<file path="src/rtl/imem_loader.sv">
// rtl/imem_loader.sv - UART boot loader that fills BRAM port A and releases the core after a checksum match
module imem_loader #(
    parameter int CLKS_PER_BIT = 868,
    parameter int DEPTH_WORDS  = 1024
) (
    input  logic        clk,
    input  logic        rst_n,
    input  logic        rx,
    output logic [3:0]  wea,
    output logic [31:0] addra,
    output logic [31:0] dia,
    output logic        core_rst_n,
    output logic        busy,
    output logic        done,
    output logic        err
);

    localparam int               CNT_W     = $clog2(CLKS_PER_BIT);
    localparam logic [CNT_W-1:0] C_FULL    = CNT_W'(CLKS_PER_BIT - 1);
    localparam logic [CNT_W-1:0] C_HALF    = CNT_W'(CLKS_PER_BIT / 2 - 1);
    localparam logic [31:0]      DEPTH     = 32'(DEPTH_WORDS);
    localparam logic [7:0]       SYNC_BYTE = 8'hA5;

    typedef enum logic [1:0] {RX_IDLE, RX_START, RX_DATA, RX_STOP} rx_state_t;
    typedef enum logic [2:0] {S_SYNC, S_LEN, S_DATA, S_CSUM, S_DONE, S_ERR} ld_state_t;

    // UART receiver state
    logic             r_rx_meta;
    logic             r_rx_sync;
    logic             r_rx_prev;
    rx_state_t        r_rx_state;
    rx_state_t        w_rx_next;
    logic [CNT_W-1:0] r_rx_cnt;
    logic [2:0]       r_bit_idx;
    logic [7:0]       r_rx_shift;
    logic             w_cnt_half;
    logic             w_cnt_full;
    logic             w_rx_valid;
    logic             w_rx_ferr;
    logic [7:0]       w_rx_byte;

    // Loader state
    ld_state_t        r_ld_state;
    ld_state_t        w_ld_next;
    logic [1:0]       r_byte_cnt;
    logic [31:0]      r_len;
    logic [31:0]      r_index;
    logic [7:0]       r_sum;
    logic [23:0]      r_word;
    logic [3:0]       r_wea;
    logic [31:0]      r_addra;
    logic [31:0]      r_dia;
    logic [31:0]      w_len_full;
    logic             w_last_word;

    assign w_cnt_half  = (r_rx_cnt == C_HALF);
    assign w_cnt_full  = (r_rx_cnt == C_FULL);
    assign w_rx_byte   = r_rx_shift;
    assign w_len_full  = {w_rx_byte, r_len[31:8]};
    assign w_last_word = ((r_index + 32'd1) == r_len);

    // RX state register
    always_ff @(posedge clk or negedge rst_n) begin
        if (!rst_n) begin
            r_rx_state <= RX_IDLE;
        end else begin
            r_rx_state <= w_rx_next;
        end
    end

    // RX next state; the byte strobe fires while the stop bit is sampled
    always_comb begin
        w_rx_next  = r_rx_state;
        w_rx_valid = 1'b0;
        w_rx_ferr  = 1'b0;
        case (r_rx_state)
            RX_IDLE: begin
                if (r_rx_prev && !r_rx_sync) begin
                    w_rx_next = RX_START;
                end
            end
            RX_START: begin
                if (w_cnt_half) begin
                    w_rx_next = r_rx_sync ? RX_IDLE : RX_DATA;
                end
            end
            RX_DATA: begin
                if (w_cnt_full && (r_bit_idx == 3'd7)) begin
                    w_rx_next = RX_STOP;
                end
            end
            RX_STOP: begin
                if (w_cnt_full) begin
                    w_rx_next  = RX_IDLE;
                    w_rx_valid = r_rx_sync;
                    w_rx_ferr  = !r_rx_sync;
                end
            end
            default: w_rx_next = RX_IDLE;
        endcase
    end

    // RX synchronizer, bit timer and shift register
    always_ff @(posedge clk or negedge rst_n) begin
        if (!rst_n) begin
            r_rx_meta  <= 1'b1;
            r_rx_sync  <= 1'b1;
            r_rx_prev  <= 1'b1;
            r_rx_cnt   <= '0;
            r_bit_idx  <= 3'd0;
            r_rx_shift <= 8'h00;
        end else begin
            r_rx_meta <= rx;
            r_rx_sync <= r_rx_meta;
            r_rx_prev <= r_rx_sync;
            if ((r_rx_state == RX_IDLE) || ((r_rx_state == RX_START) && w_cnt_half) || w_cnt_full) begin
                r_rx_cnt <= '0;
            end else begin
                r_rx_cnt <= r_rx_cnt + 1'b1;
            end
            if (r_rx_state == RX_START) begin
                r_bit_idx <= 3'd0;
            end else if ((r_rx_state == RX_DATA) && w_cnt_full) begin
                r_rx_shift <= {r_rx_sync, r_rx_shift[7:1]};
                r_bit_idx  <= r_bit_idx + 3'd1;
            end
        end
    end

    // Loader state register
    always_ff @(posedge clk or negedge rst_n) begin
        if (!rst_n) begin
            r_ld_state <= S_SYNC;
        end else begin
            r_ld_state <= w_ld_next;
        end
    end

    // Loader next state; a framing error aborts anything short of a finished load
    always_comb begin
        w_ld_next = r_ld_state;
        case (r_ld_state)
            S_SYNC: begin
                if (w_rx_valid && (w_rx_byte == SYNC_BYTE)) w_ld_next = S_LEN;
            end
            S_LEN: begin
                if (w_rx_valid && (r_byte_cnt == 2'd3)) begin
                    if (w_len_full > DEPTH) begin
                        w_ld_next = S_ERR;
                    end else if (w_len_full == 32'd0) begin
                        w_ld_next = S_CSUM;
                    end else begin
                        w_ld_next = S_DATA;
                    end
                end
            end
            S_DATA: begin
                if (w_rx_valid && (r_byte_cnt == 2'd3) && w_last_word) w_ld_next = S_CSUM;
            end
            S_CSUM: begin
                if (w_rx_valid) w_ld_next = (w_rx_byte == r_sum) ? S_DONE : S_ERR;
            end
            S_DONE: w_ld_next = S_DONE;
            S_ERR: begin
                if (w_rx_valid && (w_rx_byte == SYNC_BYTE)) w_ld_next = S_LEN;
            end
            default: w_ld_next = S_SYNC;
        endcase
        if (w_rx_ferr && (r_ld_state != S_DONE)) begin
            w_ld_next = S_ERR;
        end
    end

    // Loader datapath: length, word assembly, running sum and the BRAM write strobe
    always_ff @(posedge clk or negedge rst_n) begin
        if (!rst_n) begin
            r_byte_cnt <= 2'd0;
            r_len      <= 32'd0;
            r_index    <= 32'd0;
            r_sum      <= 8'h00;
            r_word     <= 24'h0;
            r_wea      <= 4'h0;
            r_addra    <= 32'd0;
            r_dia      <= 32'd0;
        end else begin
            r_wea <= 4'h0;
            if (w_rx_valid) begin
                case (r_ld_state)
                    S_SYNC, S_ERR: begin
                        if (w_rx_byte == SYNC_BYTE) begin
                            r_byte_cnt <= 2'd0;
                            r_index    <= 32'd0;
                            r_sum      <= 8'h00;
                        end
                    end
                    S_LEN: begin
                        r_len      <= w_len_full;
                        r_byte_cnt <= r_byte_cnt + 2'd1;
                    end
                    S_DATA: begin
                        r_word     <= {w_rx_byte, r_word[23:8]};
                        r_sum      <= r_sum + w_rx_byte;
                        r_byte_cnt <= r_byte_cnt + 2'd1;
                        if (r_byte_cnt == 2'd3) begin
                            r_wea   <= 4'hF;
                            r_addra <= r_index << 2;
                            r_dia   <= {w_rx_byte, r_word};
                            r_index <= r_index + 32'd1;
                        end
                    end
                    default: r_byte_cnt <= r_byte_cnt;
                endcase
            end
        end
    end

    assign wea        = r_wea;
    assign addra      = r_addra;
    assign dia        = r_dia;
    assign busy       = (r_ld_state == S_LEN) || (r_ld_state == S_DATA) || (r_ld_state == S_CSUM);
    assign done       = (r_ld_state == S_DONE);
    assign core_rst_n = (r_ld_state == S_DONE);
    assign err        = (r_ld_state == S_ERR);

endmodule
</file>
<file path="config.mk">
export PLATFORM = sky130hd
export DESIGN_NAME = imem_loader
export DESIGN_NICKNAME = d
export VERILOG_FILES = /design/src/rtl/imem_loader.sv
export SDC_FILE = /design/constraint.sdc
export NUM_CORES = 1
export LEC_CHECK = 0
export ABC_AREA = 1
export CORE_MARGIN = 2
export CORE_UTILIZATION = 30
export CTS_BUF_LIST = sky130_fd_sc_hd__clkbuf_2 sky130_fd_sc_hd__clkbuf_4 sky130_fd_sc_hd__clkbuf_8
export DETAILED_ROUTE_END_ITERATION = 10
export GPL_ROUTABILITY_DRIVEN = 0
export PLACE_DENSITY = 0.47
export SLEW_MARGIN = 20
export SYNTH_ARGS = -nofsm -noshare
export SYNTH_HDL_FRONTEND = slang
export SYNTH_SLANG_ARGS = --single-unit
</file>
<file path="constraint.sdc">
create_clock -name clk -period 5.3 [get_ports clk]
set_clock_uncertainty 0.05 [all_clocks]
set_input_delay 0.53 -clock clk [delete_from_list [all_inputs] [get_ports clk]]
set_output_delay 0.53 -clock clk [all_outputs]
set_load 0.05 [all_outputs]
</file>
# Word level (Yosys, flattened, before mapping)
# Index checks and enable logic that the tools add are counted.
# op_classes
addsub,5
order_cmp,1
eq_ne,26
n_mux,32
bitwise_logic,1
reduce_logical,30
# ops
op,n
two-way mux 32 bit,2
case mux 32 bit (2 select lines),1
"adder 32 x 1 -> 32 bit, second input constant",1
equality test 32 bit,1
"> comparator 32 x 11 -> 1 bit, second input constant",1
logical NOT 32 bit,1
two-way mux 3 bit,8
case mux 8 bit (2 select lines),1
case mux 3 bit (5 select lines),1
two-way mux 2 bit,6
two-way mux 4 bit,3
"inequality test 3 bit, second input constant",4
AND reduction 4 bit,3
"adder 10 x 1 -> 10 bit, second input constant",1
"equality test 10 bit, second input constant",1
"equality test 10 x 9 -> 1 bit, second input constant",1
two-way mux 10 bit,1
"inequality test 2 bit, second input constant",5
"equality test 3 bit, second input constant",3
AND reduction 3 bit,3
adder 8 bit,1
equality test 8 bit,1
"equality test 8 bit, second input constant",1
logical AND 1 bit,8
other kinds (20),36
# word_totals
ff_bits,193
in_bits,3
output_inout_bits,72
wordCells,111

# Logic depth before layout (Yosys ltp)
# Gate-level depths: netlist (run 1).
# depth
ltp_word,8
ltp_mapped,20
depth_no_buf,20

# Worst setup path after synthesis (run 1)
# OpenSTA, ideal clock, no wires.
# synth_path
path_kind,reg2reg
start,register r_ld_state[2]
end,register r_index[4]
arrival_ns,2.248
setup_slack_ns,2.871
stages_incl_launch_ff,11
n_path_buf,2
path_cell_list,dfrtp_1 buf_2 nor2_1 a21oi_1 nand2_1 nand2_1 nor2_1 inv_2 a21oi_2 buf_2 o22ai_1
# synth_between
elab_chain_len,4
# synth_rtl
element,line,source
start: declaration,43,ld_state_t r_ld_state;
start signal: assignment,135,r_ld_state <= w_ld_next;
equality test 3 bit / logical NOT 3 bit (equally long branches),188,case (r_ld_state)
OR reduction 2 bit (no source line),n/a,
inequality test 2 x 1 -> 1 bit (no source line) / nonzero test 2 bit (equally long branches),n/a,
AND reduction 4 bit (no source line),n/a,
end signal: assignment,208,r_index <= r_index + 32'd1;
end: declaration,47,logic [31:0] r_index;
# Several ways; a longest one is shown, not always the timed one.
# A chain may end at the register's enable or synchronous reset.

# Worst setup path after layout (run 1)
# layout_path
start,register r_rx_cnt[0]
end,"register r_addra[5], in the netlist addra[5]"
# layout_between
elab_chain_len,4
# layout_rtl
element,line,source
start: declaration,33,logic [CNT_W-1:0] r_rx_cnt;
start signal: assignment,119,r_rx_cnt <= r_rx_cnt + 1'b1;
equality test 10 bit,57,assign w_cnt_full = (r_rx_cnt == C_FULL);
two-way mux 1 bit,93,if (w_cnt_full) begin
two-way mux 1 bit,76,case (r_rx_state)
AND reduction 3 bit (no source line),n/a,
end signal: assignment,206,r_addra <= r_index << 2;
end: declaration,51,logic [31:0] r_addra;
# No other way between the ends.

==> metrics.txt, run 1 <==
status=complete, no violations; Yosys warning count=0; DRT iter0 DRCs=515; cts repair resizes=0; IO Count=75; vias in the first global route=7631; DPL Wire Length=approximately 19000 um; row count=65; largest net degree at the start of global routing=115; core area=31310 um^2; area grow syn2layout=15.37%; Worst Max-Slew Pin Slew=968.3 ps; Worst-path clk slew=110 ps; post-synth top area share=49.48%; Synth area leaders=dfrtp_1 49%, nand2_1 15%, o21ai_0 7.8%; crit start category=flop; Power, Total=2.559 mW; syn_area_per_cell=around 8 um^2; Final Hold Violating Endpoints=0; total number of vias=7860; Die Area=32960 um^2; max cap viols=0; Initial Util=30.21%; total negative slack=0 ps; router iterations before antenna repair=7; Nets=1284; Hold Path Class=input port to asynchronous set/reset pin; global-route wire length before repair=42210 um; share of layout cells above drive strength 1=5.938%; Setup violations, final=0; H-tree levels=4; mapped cell area=9458 um^2; slew margin rel.=35.45%; Die W=between 150 and 200 um; DIE HEIGHT=between 150 and 200 um; Crit Path Max Fanout=81; count of pins over their slew limit=0; sequential cell area=4758 um^2; Num CTS Buffers=17; CTS tree=yes; DP Worst Slack=between 1500 and 2000 ps; WL final=26210 um; worst vdd ir=126.1 uV; DRC=0; period utilization=69.09%; WL per Instance=15.58 um; Via density=4.673; Bufs on Longest Clock Path=2; pwr dens=234.5 nW/um^2; fillcell total=3241; Crit. End Element=flop; FF+latch count, synth=190; post-synth top area cell=dfrtp_1; GRT Total Usage=16.45%; Post-CTS Hold Fix Bufs=0; sequential-to-total area share from yosys stat=50.31%; initial antenna violation count=0; Leak=4.750 nW; Yosys cell types=39; Data arrival, critical path=3980 ps; Required @ worst endpoint=5620 ps; Finished Layout Cells=1682; grt total ovfl=0; Post-DRT Antenna Nets=0; CTS sink cnt=190; Buffers on Ports=72; RSZ-0062 raised after global routing=false; Fmax=273.1 MHz; Worst-Skew Late Latency=between 400 and 500 ps; Syn Inst Count=~1200; Inst Count DP=1650; Crit Path Class=flop to flop; clock root cell=clkbuf_8; setup bufs post-CTS=0; fin crit period=between 3000 and 4000 ps; ANT cells=0; multi-input logic area=3941 um^2; PnR worst setup slack=between 1500 and 2000 ps
-- cells in the mapped netlist --
cell type and count:
o21ai_1 3, ha_1 13, o21bai_1 1, nand3b_1 5
o22ai_1 30, and2_1 3, xnor2_1 3, buf_4 6
buf_2 15, dfstp_2 3, nor3_2 1, dfrtp_1 187
inv_2 7, a22o_1 2, conb_1 1, a32o_1 2
nand2_2 8, nor2_2 9, a21oi_2 1, a31o_2 1
nor4_1 5, buf_1 1, nand3_1 76, nor3b_1 5
o2111ai_1 3, xor2_1 7, o21ai_0 147, fa_1 1
and3_1 1, a21oi_1 15, nor3_1 9, inv_1 144
buf_6 1, nor2_4 6, nor2_1 91, nand2_1 367
nand4_1 9, clkbuf_1 16, xnor3_1 2
-- cell type report --
| class | instances | share of cell area (%) |
|---|---|---|
| sequential | 190 | 43.61 |
| clock buffer | 17 | 2.144 |
| clock inverter | 15 | 1.193 |
| timing repair buffer | 79 | 7.121 |
| tap | 402 | 4.610 |
| inverter | 151 | 5.206 |
| multi-input combinational | 828 | 36.12 |
-- worst paths after layout --
path                              from           to  slack (ps)  cells after the start
min in group clk             r_rx_meta    r_rx_sync         310                      0
min reg2reg                  r_rx_meta    r_rx_sync         310                      0
max                        r_rx_cnt[0]     addra[5]        1640                     13
max in group asynchronous        rst_n  r_index[13]        3870                      2
min                              rst_n     addra[4]         130                      1
max reg2reg                r_rx_cnt[0]     addra[5]        1640                     13
-- cell usage in the layout (no fill, tap or decap), drive strengths merged, types with 2 or more instances in the layout --
cell,instances
clkinv,6
o22ai,30
o21ai,150
xor2,7
nor2,106
nor3,10
clkbuf,18
conb,2
inv,156
ha,13
a21oi,16
and2,3
nand2,375
xnor2,3
clkdlybuf4s50,71
a32o,2
dfstp,3
dfrtp,187
nand3b,5
xnor3,2
nor4,5
nand4,9
o2111ai,3
clkinvlp,4
nand3,76
nor3b,5
buf,7
a22o,2
-- routing by layer --
metal	vias to the layer above	track usage [%]	routed length (um)
li1	3992	-	-
met4	0	5.008	414
met2	102	27.14	12480
met1	3742	21.98	12520
met3	24	3.049	794
met5	-	0	0
-- through the flow --
stage | utilization [%] | hold WS, ps | area, um^2
3_3_place_gp | 33.69 | 296.3 | 10550
3_5_place_dp | 33.69 | 299.3 | 10550
6_report | 34.85 | 127.0 | 10910
5_1_grt | 34.85 | 171.2 | 10910
4_1_cts | 34.85 | 154.0 | 10910
2_1_floorplan | - | 184.4 | 9462
-- sequential cells by signal (all words and copies together) (netlist names), named ones only --
| signal | flops |
|---|---|
| dia | 32 |
| r_index | 32 |
| r_len | 32 |
| addra | 30 |
| r_word | 24 |
| r_rx_cnt | 10 |
| r_rx_shift | 8 |
| r_sum | 8 |
| r_bit_idx | 3 |
| r_ld_state | 3 |
| r_byte_cnt | 2 |
| r_rx_meta | 1 |
| r_rx_prev | 1 |
| r_rx_state | 1 |
| r_rx_sync | 1 |
| wea | 1 |
-- report_power, final --
part	switching (mW)	internal [mW]	leakage, nW	total, mW
registers	0.0270	1.48	2.62	1.50
clock network	0.591	0.339	0.175	0.930
logic	0.0851	0.0387	1.95	0.124
-- critical path: stages (launching register included) --
cell and delay (ps):
dfrtp_1 410, ha_1 250, nand2_1 100, nor2_1 100, and3_1 290, nand2_2 120
nor2_2 100, buf_4 370, inv_1 100, nor2_2 130, clkinv_2 740, buf_4 560
nand2_1 110, o21ai_0 70
-- cell families after synthesis --
| group | share of synthesized area [%] |
|---|---|
| DFF | 50.31 |
| xor gates and xnor gates | 1.402 |
| adders and majority gates | 1.932 |
| buffers and inverters | 8.057 |
| and+or+nand+nor | 26.60 |
| AOI/OAI and AO/OA | 11.66 |
| other | 0.03965 |
Power figures use the tool's default switching activity.
==> run 2, diff against run 1 <==
clock period = 3.6 ns   (was 5.3 ns; I/O delays follow)
==> metrics.txt, run 2 (synthesis results as in run 1) <==
Crit. End Element=flop; Final Hold Violating Endpoints=0 (unchanged); r2r startpoint=r_index[0]; CTS tree=yes; GRT Total Usage=16.41% (-0.037 points); Num CTS Buffers=17 (unchanged); Critical Path Source=r_index[0]; worst vdd ir=255.0 uV (+100%); Nets=1285 (+0.078%); setup bufs post-CTS=0 (unchanged); Power, Total=4.052 mW (+58%); Levels on crit path=17 (+4); Data arrival, critical path=3080 ps (-900 ps); initial antenna violation count=0 (unchanged); CP Buf/Inv Count=0 (-4); grt total ovfl=0 (unchanged); flop-to-flop setup slack=920 ps (-720 ps); worst reg2reg endpoint=r_ld_state[1]; IO Count=75 (unchanged); vias in the first global route=7620 (-0.14%); Required @ worst endpoint=3990 ps (-1630 ps); Die Area=32960 um^2 (unchanged); Crit Path Max Fanout=5 (-94%); Die W=181.6 um (unchanged); Cell Chain, Critical Path=ha_1 > nand2_2 > nor2_4 > nand2_2 > nor2_2 > nand2_1 > nand3_1 > nand2_1 > nor2_1 > nand3_1 > nor2_1 > nand3_1 > nand2_1 > nand2_2 > nand2_2 > nand2_1 > nand2_1; crit start category=flop; slew margin rel.=37.08% (+1.6 points); commonest non-fill, non-tap cell in the layout=nand2_1; Worst Max-Slew Pin Slew=943.9 ps (-24.45 ps); largest net degree at the start of global routing=106 (-7.8%); RSZ-0062 raised after global routing=false; fin crit period=2685 ps (-976.6 ps); DRT iter0 DRCs=500 (-2.9%); core area=31310 um^2 (unchanged); Worst-Skew Late Latency=500 ps (about the same); share of layout cells above drive strength 1=5.786% (-0.15 points); DPL Wire Length=19090 um (-0.18%); CTS sink cnt=190 (unchanged); Buffers on Ports=72 (unchanged); Post-CTS Hold Fix Bufs=1 (+1); count of pins over their slew limit=0 (unchanged); crit-path max cell delay=440 ps (-300 ps); status=complete, no violations; period utilization=74.58% (+5.5 points); multi-input logic area=3941 um^2 (unchanged); Leak=4.822 nW (+1.5%); total number of vias=7846 (-0.18%); Via density=4.667 (-0.12%); CP top delay family=simple AND/OR/NAND/NOR gates; slowest CP cell=dfrtp_1; area grow syn2layout=16.91%; Worst-path clk slew=100 ps (about the same); WL per Instance=15.54 um (-0.30%); Hold Slack=219.5 ps (+92.53 ps); Fmax=372.4 MHz (+36%); Post-DRT Antenna Nets=0 (unchanged); cts repair resizes=0 (unchanged); ANT cells=0 (unchanged); Setup violations, final=0 (unchanged); Bufs on Longest Clock Path=2 (unchanged); fillcell total=3276 (+1.1%); Hold Path Class=input port to flop; most frequent cells in the layout=367 x nand2_1, 187 x dfrtp_1, 147 x o21ai_0; clock root cell=clkbuf_8; max cap viols=0 (unchanged); Initial Util=30.21% (unchanged); design area=11060 um^2 (+1.3%); router iterations before antenna repair=4 (-3); CP dominant cell by count=nand2_1; H-tree levels=4 (unchanged); Register-to-Register Path Depth=17 (+4); DIE HEIGHT=181.6 um (unchanged); global-route wire length before repair=42180 um (about the same); sequential cell area=4758 um^2 (unchanged); Crit Path Class=flop to flop; CP endpoint=r_ld_state[1]; WL final=26120 um (-0.36%); total negative slack=0 ps (unchanged); Placed Instance Area=10600 um^2 (+0.47%); pwr dens=366.5 nW/um^2 (+56%); row count=65 (unchanged); DRC=0 (unchanged)
[run 2: changes by cell type in the layout (fill, tap and decap cells not counted)]
| cell | before | now |
|---|---|---|
| buf_12 | 0 | 4 |
| buf_4 | 7 | 3 |
| bufinv_16 | 0 | 5 |
| clkbuf_4 | 0 | 1 |
| clkinv_4 | 4 | 0 |
| clkinvlp_4 | 4 | 2 |
| dlygate4sd3_1 | 0 | 1 |
| inv_8 | 3 | 1 |
[run 2: final cells by class]
class                      instances  area share (%)
inverter                         151           5.137
clock inverter                    12           1.878
tap                              402           4.549
sequential                       190           43.03
multi-input combinational        828           35.65
clock buffer                      18           2.184
timing repair buffer              80           7.570
[run 2: worst min-delay path by stage]
stage                     depth (start not counted)       from  slack (ps)                    endpoint
after floorplan                                   0      rst_n          10  asynchronous set/reset pin
after global placement                            0  r_rx_meta         300                   r_rx_sync
after detailed placement                          0  r_rx_meta         300                   r_rx_sync
after CTS                                         1         rx         190                   r_rx_meta
after global routing                              1         rx         190                   r_rx_meta
final                                             1         rx         220                   r_rx_meta
[run 2: power by group]
group	leakage (nW)	switching, mW	internal, mW
logic	1.98	0.127	0.0603
clock network	0.221	0.812	0.836
registers	2.62	0.0423	2.18
[run 2: per-layer routing]
metal  part of all wire, %  GRT usage [%]  wire [um]  vias to the layer above
met5                     0              0          0                        -
li1                      -              -          -                     3988
met4                   1.5          4.911        400                        0
met1                    49          22.52      12850                     3735
met2                    47          26.67      12180                       99
met3                   2.6          2.708        690                       24
[run 2: stage by stage]
stage          utilization (%)  cells  setup WS, ps
6_report                 35.31   1681         915.1
5_1_grt                  35.31   1681         629.8
4_1_cts                  35.31   1681         921.5
3_5_place_dp             33.85   1650         941.6
3_3_place_gp             33.85   1650         951.1
2_1_floorplan                -   1208          1171
